File: config.mk
export PLATFORM = sky130hd
export DESIGN_NAME = lsu_rv32
export DESIGN_NICKNAME = d
export VERILOG_FILES = /design/src/rtl/lsu_rv32.sv
export SDC_FILE = /design/constraint.sdc
export NUM_CORES = 1
export LEC_CHECK = 0
export BUFFER_PORTS_ARGS = -buffer_cell sky130_fd_sc_hd__buf_2
export CELL_PAD_IN_SITES_DETAIL_PLACEMENT = 1
export CELL_PAD_IN_SITES_GLOBAL_PLACEMENT = 2
export CORE_ASPECT_RATIO = 1.5
export CORE_MARGIN = 8
export CORE_UTILIZATION = 31
export CTS_BUF_LIST = sky130_fd_sc_hd__clkbuf_4 sky130_fd_sc_hd__clkbuf_8
export DETAILED_ROUTE_END_ITERATION = 8
export GPL_TIMING_DRIVEN = 0
export PLACE_DENSITY_LB_ADDON = 0.1
export SLEW_MARGIN = 30
export SYNTH_ARGS = -nofsm -noshare
export SYNTH_HDL_FRONTEND = slang
export SYNTH_SLANG_ARGS = --single-unit
File: constraint.sdc
create_clock -name clk -period 2.4 [get_ports clk]
set_clock_uncertainty 0.15 [all_clocks]
set_input_delay 0 -clock clk [delete_from_list [all_inputs] [get_ports clk]]
set_output_delay 0 -clock clk [all_outputs]
set_load 0.01 [all_outputs]
File: src/rtl/lsu_rv32.sv
// RV32 load/store unit: one-outstanding data-bus access with byte/half/word lanes and load extension.
// Define LSU_MISALIGN_TRAP_EN to turn misaligned H/W accesses into errors instead of truncating the address.
module lsu_rv32 (
  input  logic        clk,
  input  logic        rst_n,
  input  logic        start,
  input  logic        is_store,
  input  logic [2:0]  funct3,
  input  logic [31:0] addr,
  input  logic [31:0] wdata,
  output logic        busy,
  output logic        done,
  output logic        err,
  output logic [31:0] rdata,
  output logic        mem_req,
  output logic        mem_we,
  output logic [31:0] mem_addr,
  output logic [3:0]  mem_be,
  output logic [31:0] mem_wdata,
  input  logic        mem_ack,
  input  logic [31:0] mem_rdata
);

  typedef enum logic [1:0] {IDLE, REQ, DONE} state_t;

  state_t      r_state;
  logic        r_busy, r_done, r_err, r_mem_req, r_mem_we, r_store;
  logic [31:0] r_rdata, r_mem_addr, r_mem_wdata;
  logic [3:0]  r_mem_be;
  logic [2:0]  r_funct3;
  logic [1:0]  r_off;

  logic        w_illegal, w_misalign, w_err;
  logic [1:0]  w_off;
  logic [3:0]  w_be;
  logic [31:0] w_wdata, w_lane, w_load;

  assign w_illegal = (funct3 == 3'b011) || (funct3[2:1] == 2'b11) || (funct3[2] && is_store);

`ifdef LSU_MISALIGN_TRAP_EN
  assign w_misalign = ((funct3[1:0] == 2'b01) && addr[0]) ||
                      ((funct3[1:0] == 2'b10) && (addr[1:0] != 2'b00));
`else
  assign w_misalign = 1'b0;
`endif

  assign w_err = w_illegal || w_misalign;

  // Offsets are truncated to natural alignment; with trapping enabled legal accesses are already aligned.
  always_comb begin
    w_off   = 2'b00;
    w_be    = 4'b1111;
    w_wdata = wdata;
    case (funct3[1:0])
      2'b00: begin
        w_off   = addr[1:0];
        w_be    = 4'b0001 << addr[1:0];
        w_wdata = {4{wdata[7:0]}};
      end
      2'b01: begin
        w_off   = {addr[1], 1'b0};
        w_be    = 4'b0011 << {addr[1], 1'b0};
        w_wdata = {2{wdata[15:0]}};
      end
      default: begin
        w_off   = 2'b00;
        w_be    = 4'b1111;
        w_wdata = wdata;
      end
    endcase
  end

  assign w_lane = mem_rdata >> {r_off, 3'b000};

  always_comb begin
    case (r_funct3)
      3'b000:  w_load = {{24{w_lane[7]}}, w_lane[7:0]};
      3'b100:  w_load = {24'd0, w_lane[7:0]};
      3'b001:  w_load = {{16{w_lane[15]}}, w_lane[15:0]};
      3'b101:  w_load = {16'd0, w_lane[15:0]};
      default: w_load = w_lane;
    endcase
  end

  always_ff @(posedge clk or negedge rst_n) begin
    if (!rst_n) begin
      r_state     <= IDLE;
      r_busy      <= 1'b0;
      r_done      <= 1'b0;
      r_err       <= 1'b0;
      r_rdata     <= 32'd0;
      r_mem_req   <= 1'b0;
      r_mem_we    <= 1'b0;
      r_mem_addr  <= 32'd0;
      r_mem_be    <= 4'd0;
      r_mem_wdata <= 32'd0;
      r_store     <= 1'b0;
      r_funct3    <= 3'd0;
      r_off       <= 2'd0;
    end else begin
      r_done <= 1'b0;
      case (r_state)
        IDLE: begin
          if (start) begin
            r_busy   <= 1'b1;
            r_store  <= is_store;
            r_funct3 <= funct3;
            r_off    <= w_off;
            if (w_err) begin
              r_state <= DONE;
              r_done  <= 1'b1;
              r_err   <= 1'b1;
              r_rdata <= 32'd0;
            end else begin
              r_state     <= REQ;
              r_mem_req   <= 1'b1;
              r_mem_we    <= is_store;
              r_mem_addr  <= {addr[31:2], 2'b00};
              r_mem_be    <= w_be;
              r_mem_wdata <= w_wdata;
            end
          end
        end
        REQ: begin
          if (mem_ack) begin
            r_state   <= DONE;
            r_done    <= 1'b1;
            r_err     <= 1'b0;
            r_rdata   <= r_store ? 32'd0 : w_load;
            r_mem_req <= 1'b0;
            r_mem_be  <= 4'd0;
          end
        end
        DONE: begin
          r_state <= IDLE;
          r_busy  <= 1'b0;
        end
        default: r_state <= IDLE;
      endcase
    end
  end

  assign busy      = r_busy;
  assign done      = r_done;
  assign err       = r_err;
  assign rdata     = r_rdata;
  assign mem_req   = r_mem_req;
  assign mem_we    = r_mem_we;
  assign mem_addr  = r_mem_addr;
  assign mem_be    = r_mem_be;
  assign mem_wdata = r_mem_wdata;

endmodule
==> impl_metrics.env <==
export IMPL_synth_avg_cell_area_um2=12.1
export IMPL_grt_max_degree=71
export IMPL_htree_levels=3
export IMPL_fill_cells=1877
export IMPL_ys_dominant_reg_cell="dfrtp_1"
export IMPL_synth_compound_area_share=0.140
export IMPL_power_frac_clock=0.169
export IMPL_drcViolationCount=0
export IMPL_power_leakage_uw=0.00369
export IMPL_clk_pin_slew_ns=0.11
export IMPL_grt_overflow=0
export IMPL_cp_num_buf_inv=5
export IMPL_switchingPower_uw=2290
export IMPL_end_kind="register"
export IMPL_ys_warn_count=0
export IMPL_drive_above_1_share=0.420
export IMPL_die_y_um=173
export IMPL_syn_to_final_growth_pct=50.2
export IMPL_dp_hpwl_um=14500
export IMPL_hold_viol=0
export IMPL_die_area_um2=20800
export IMPL_drt_first_pass_iters=4
export IMPL_grt_pass1_vias=5325
export IMPL_power_density_nw_per_um2=834
export IMPL_total_power_uw=6360
export IMPL_cts_tree="done"
export IMPL_grt_pass1_wl_um=30800
export IMPL_io_pins=209
export IMPL_path_max_fanout=10
export IMPL_via_per_inst=4.81
export IMPL_path_cells="dlygate4sd3_1 -> clkbuf_1 -> clkbuf_1 -> clkbuf_2 -> a21oi_1 -> dlygate4sd3_1 -> o21ai_0"
export IMPL_die_w_um=120
export IMPL_path_class="input port to register"
export IMPL_grtUsageTotal=0.190
export IMPL_cts_sinks=111
export IMPL_crit_required_ns=2.55
export IMPL_startpoint_type="input port"
export IMPL_fin_cells=951
export IMPL_drt_wl_total_um=19500
export IMPL_synthDistinctLibCells=37
export IMPL_synth_fa_ha_area_frac=0
export IMPL_p_int_uw=4070
export IMPL_hold_class="input port to register"
export IMPL_gp_congestion=0.775
export IMPL_preCtsSetupSlack_ns=0.280
export IMPL_final_cell_area_um2=7630
export IMPL_fin_crit_ns=2.18
export IMPL_cts_buffers=9
export IMPL_cts_setup_buffers=0
export IMPL_timing_setup_tns_ns=0
export IMPL_drv_cap=0
export IMPL_drtIter0Drc=241
export IMPL_p_seq_frac=0.443
export IMPL_comb_power_share=0.388
export IMPL_cp_top_family="buffers and inverters"
export IMPL_ant_nets=0
export IMPL_synthCells=420
export IMPL_initial_core_util=0.315
export IMPL_rrSetupSlack_ns=0.26
export IMPL_p_sw_frac=0.360
export IMPL_cp_slowest_stage_delay_ns=0.57
export IMPL_synth_edf_count=0
export IMPL_synthSimpleGateAreaFrac=0.0786
export IMPL_synth_xor_area_frac=0
export IMPL_fmax_mhz=460
export IMPL_setup_viol=0
export IMPL_synthesis_area_um2=5080
export IMPL_tightest_slew_ns=0.722
export IMPL_cp_arrival_ns=2.32
export IMPL_dp_cells=832
export IMPL_nets=845
export IMPL_row_count=57
export IMPL_drv_slew=0
export IMPL_ys_ff_latch=111
export IMPL_clk_insertion_delay_late_ns=0.36
export IMPL_via_count=4579
export IMPL_cp_slowest_cell="dlygate4sd3_1"
export IMPL_synthMuxAreaShare=0.192
export IMPL_portBuffers=204
export IMPL_async_reset_ff_frac=1.00
export IMPL_setup_ws_ns=0.224
export IMPL_place_area_um2=6400
export IMPL_synth_seq_area_share=0.547
export IMPL_slew_headroom=0.519
export IMPL_fp_coreArea_um2=16100
export IMPL_ctsRootBufferMaster="clkbuf_8"
export IMPL_antenna_found_initial=0
export IMPL_outcome="completed"
export IMPL_cts_buffer_depth=2
export IMPL_grt_setup_unrepaired="false"
export IMPL_peakVddDrop_uv=401
export IMPL_synth_top_family_by_area="multiplexers"
export IMPL_period_share=0.907
export IMPL_wire_per_inst_um=20.5
export IMPL_n_antenna_cell=0
==> layout make-up <==
cell class | instances | area [µm²] | share of cell area
Buffer | 34 | 196 | 0.0258
Clock buffer | 11 | 145 | 0.0190
Clock inverter | 4 | 31.3 | 0.00410
Inverter | 4 | 15.0 | 0.00197
Multi-Input combinational cell | 272 | 2100 | 0.275
Sequential cell | 111 | 2780 | 0.364
Tap cell | 206 | 258 | 0.0338
Timing Repair Buffer | 309 | 2110 | 0.277
==> sequential cells by signal (all words and copies together) (netlist names) <==
name and cells:
r_funct3 3, mem_addr 30, r_store 1, rdata 32, mem_req 1, r_off 2, done 1, mem_we 1
r_state 2, mem_wdata 32, err 1, mem_be 4, busy 1
==> power groups by stage <==
stage	Sequential, µW	Combinational, µW	Clock, µW
after global placement	2820	2320	0
after CTS	2830	2520	1130
after floorplan	3100	946	0
after global routing	2900	2700	1180
after detailed placement	2860	2380	0
final	2820	2470	1080
==> synth_stat cells, drive strengths merged, types with 2 or more instances <==
master,count,area share
o31ai,2,0.0030
mux2i,39,0.077
a21oi,20,0.020
o21a,3,0.0044
o2bb2ai,7,0.012
o21ai,44,0.043
mux2,50,0.11
nor3b,3,0.0064
a221o,17,0.036
a211oi,2,0.0054
clkbuf,14,0.010
a22o,8,0.014
nand2,39,0.029
nand2b,3,0.0037
nand3,3,0.0030
nor2,12,0.0099
inv,4,0.0030
nand3b,10,0.017
buf,20,0.028
dfrtp,111,0.55
==> kinds of logic (layout without fill, tap and decap cells) <==
kind of cell | after synthesis | after routing
flip-flops | 111 | 111
AO/OA/AOI/OAI | 104 | 104
multiplexers | 90 | 90
AND/OR/NAND/NOR | 76 | 76
buffers and inverters | 38 | 362
other | 1 | 2
==> stage by stage <==
step / util / hold slack (ns)
after global routing: 0.473 / 0.0122
after detailed placement: 0.397 / -0.232
after floorplan: - / -0.446
final: 0.473 / 0.00970
after global placement: 0.395 / 0.0620
after CTS: 0.473 / 0.00117
==> cells in the final DEF, fill, tap and decap left out, types with 2 or more instances in the layout <==
| master | instances |
|---|---|
| mux2i_1 | 39 |
| nand3b_1 | 9 |
| clkbuf_8 | 10 |
| a221o_1 | 5 |
| nor2_2 | 3 |
| nand2b_1 | 3 |
| nand2_1 | 39 |
| conb_1 | 2 |
| dlygate4sd3_1 | 103 |
| buf_4 | 5 |
| buf_2 | 212 |
| clkinvlp_4 | 3 |
| dfrtp_1 | 111 |
| o31ai_1 | 2 |
| o2bb2ai_1 | 7 |
| nor3b_2 | 2 |
| inv_1 | 4 |
| o21a_1 | 3 |
| a221o_2 | 12 |
| buf_6 | 5 |
| a21oi_1 | 20 |
| clkbuf_1 | 13 |
| nand3_1 | 3 |
| nor2_1 | 9 |
| mux2_2 | 50 |
| a22o_1 | 8 |
| o21ai_0 | 44 |
==> repair_timing <==
item	4_1_cts	5_1_grt
hold buffers	104	0
resized for setup	0	2
setup endpoints to repair	0	7
hold endpoints to repair	211	0
==> per-layer routing <==
layer	global-route usage	wire, µm	vias up
met4	0.0533	369	0
met5	0	0	-
met2	0.370	11200	136
met3	0.0548	1110	16
li1	-	-	2147
met1	0.185	6830	2280
==> worst register-to-register path, stage by stage (launching register included) <==
cell and delay [ns]:
dfrtp_1 0.44, or3b_1 0.45, nand3b_4 0.26, buf_6 0.21, clkbuf_1 0.25, nand2_1 0.15
o21ai_0 0.10
==> path summary, 6_finish.rpt <==
check,startpoint,to,cells past startpoint
setup / recovery,funct3[1],mem_wdata[30],7
hold / removal,mem_rdata[13],rdata[5],4
setup reg to reg,r_state[1],mem_wdata[18],6
hold reg to reg,mem_wdata[27],mem_wdata[27],2
max in group asynchronous,rst_n,mem_wdata[10],3
min in group asynchronous,rst_n,rdata[0],3
No activity file was read; power rests on OpenSTA's default activity.
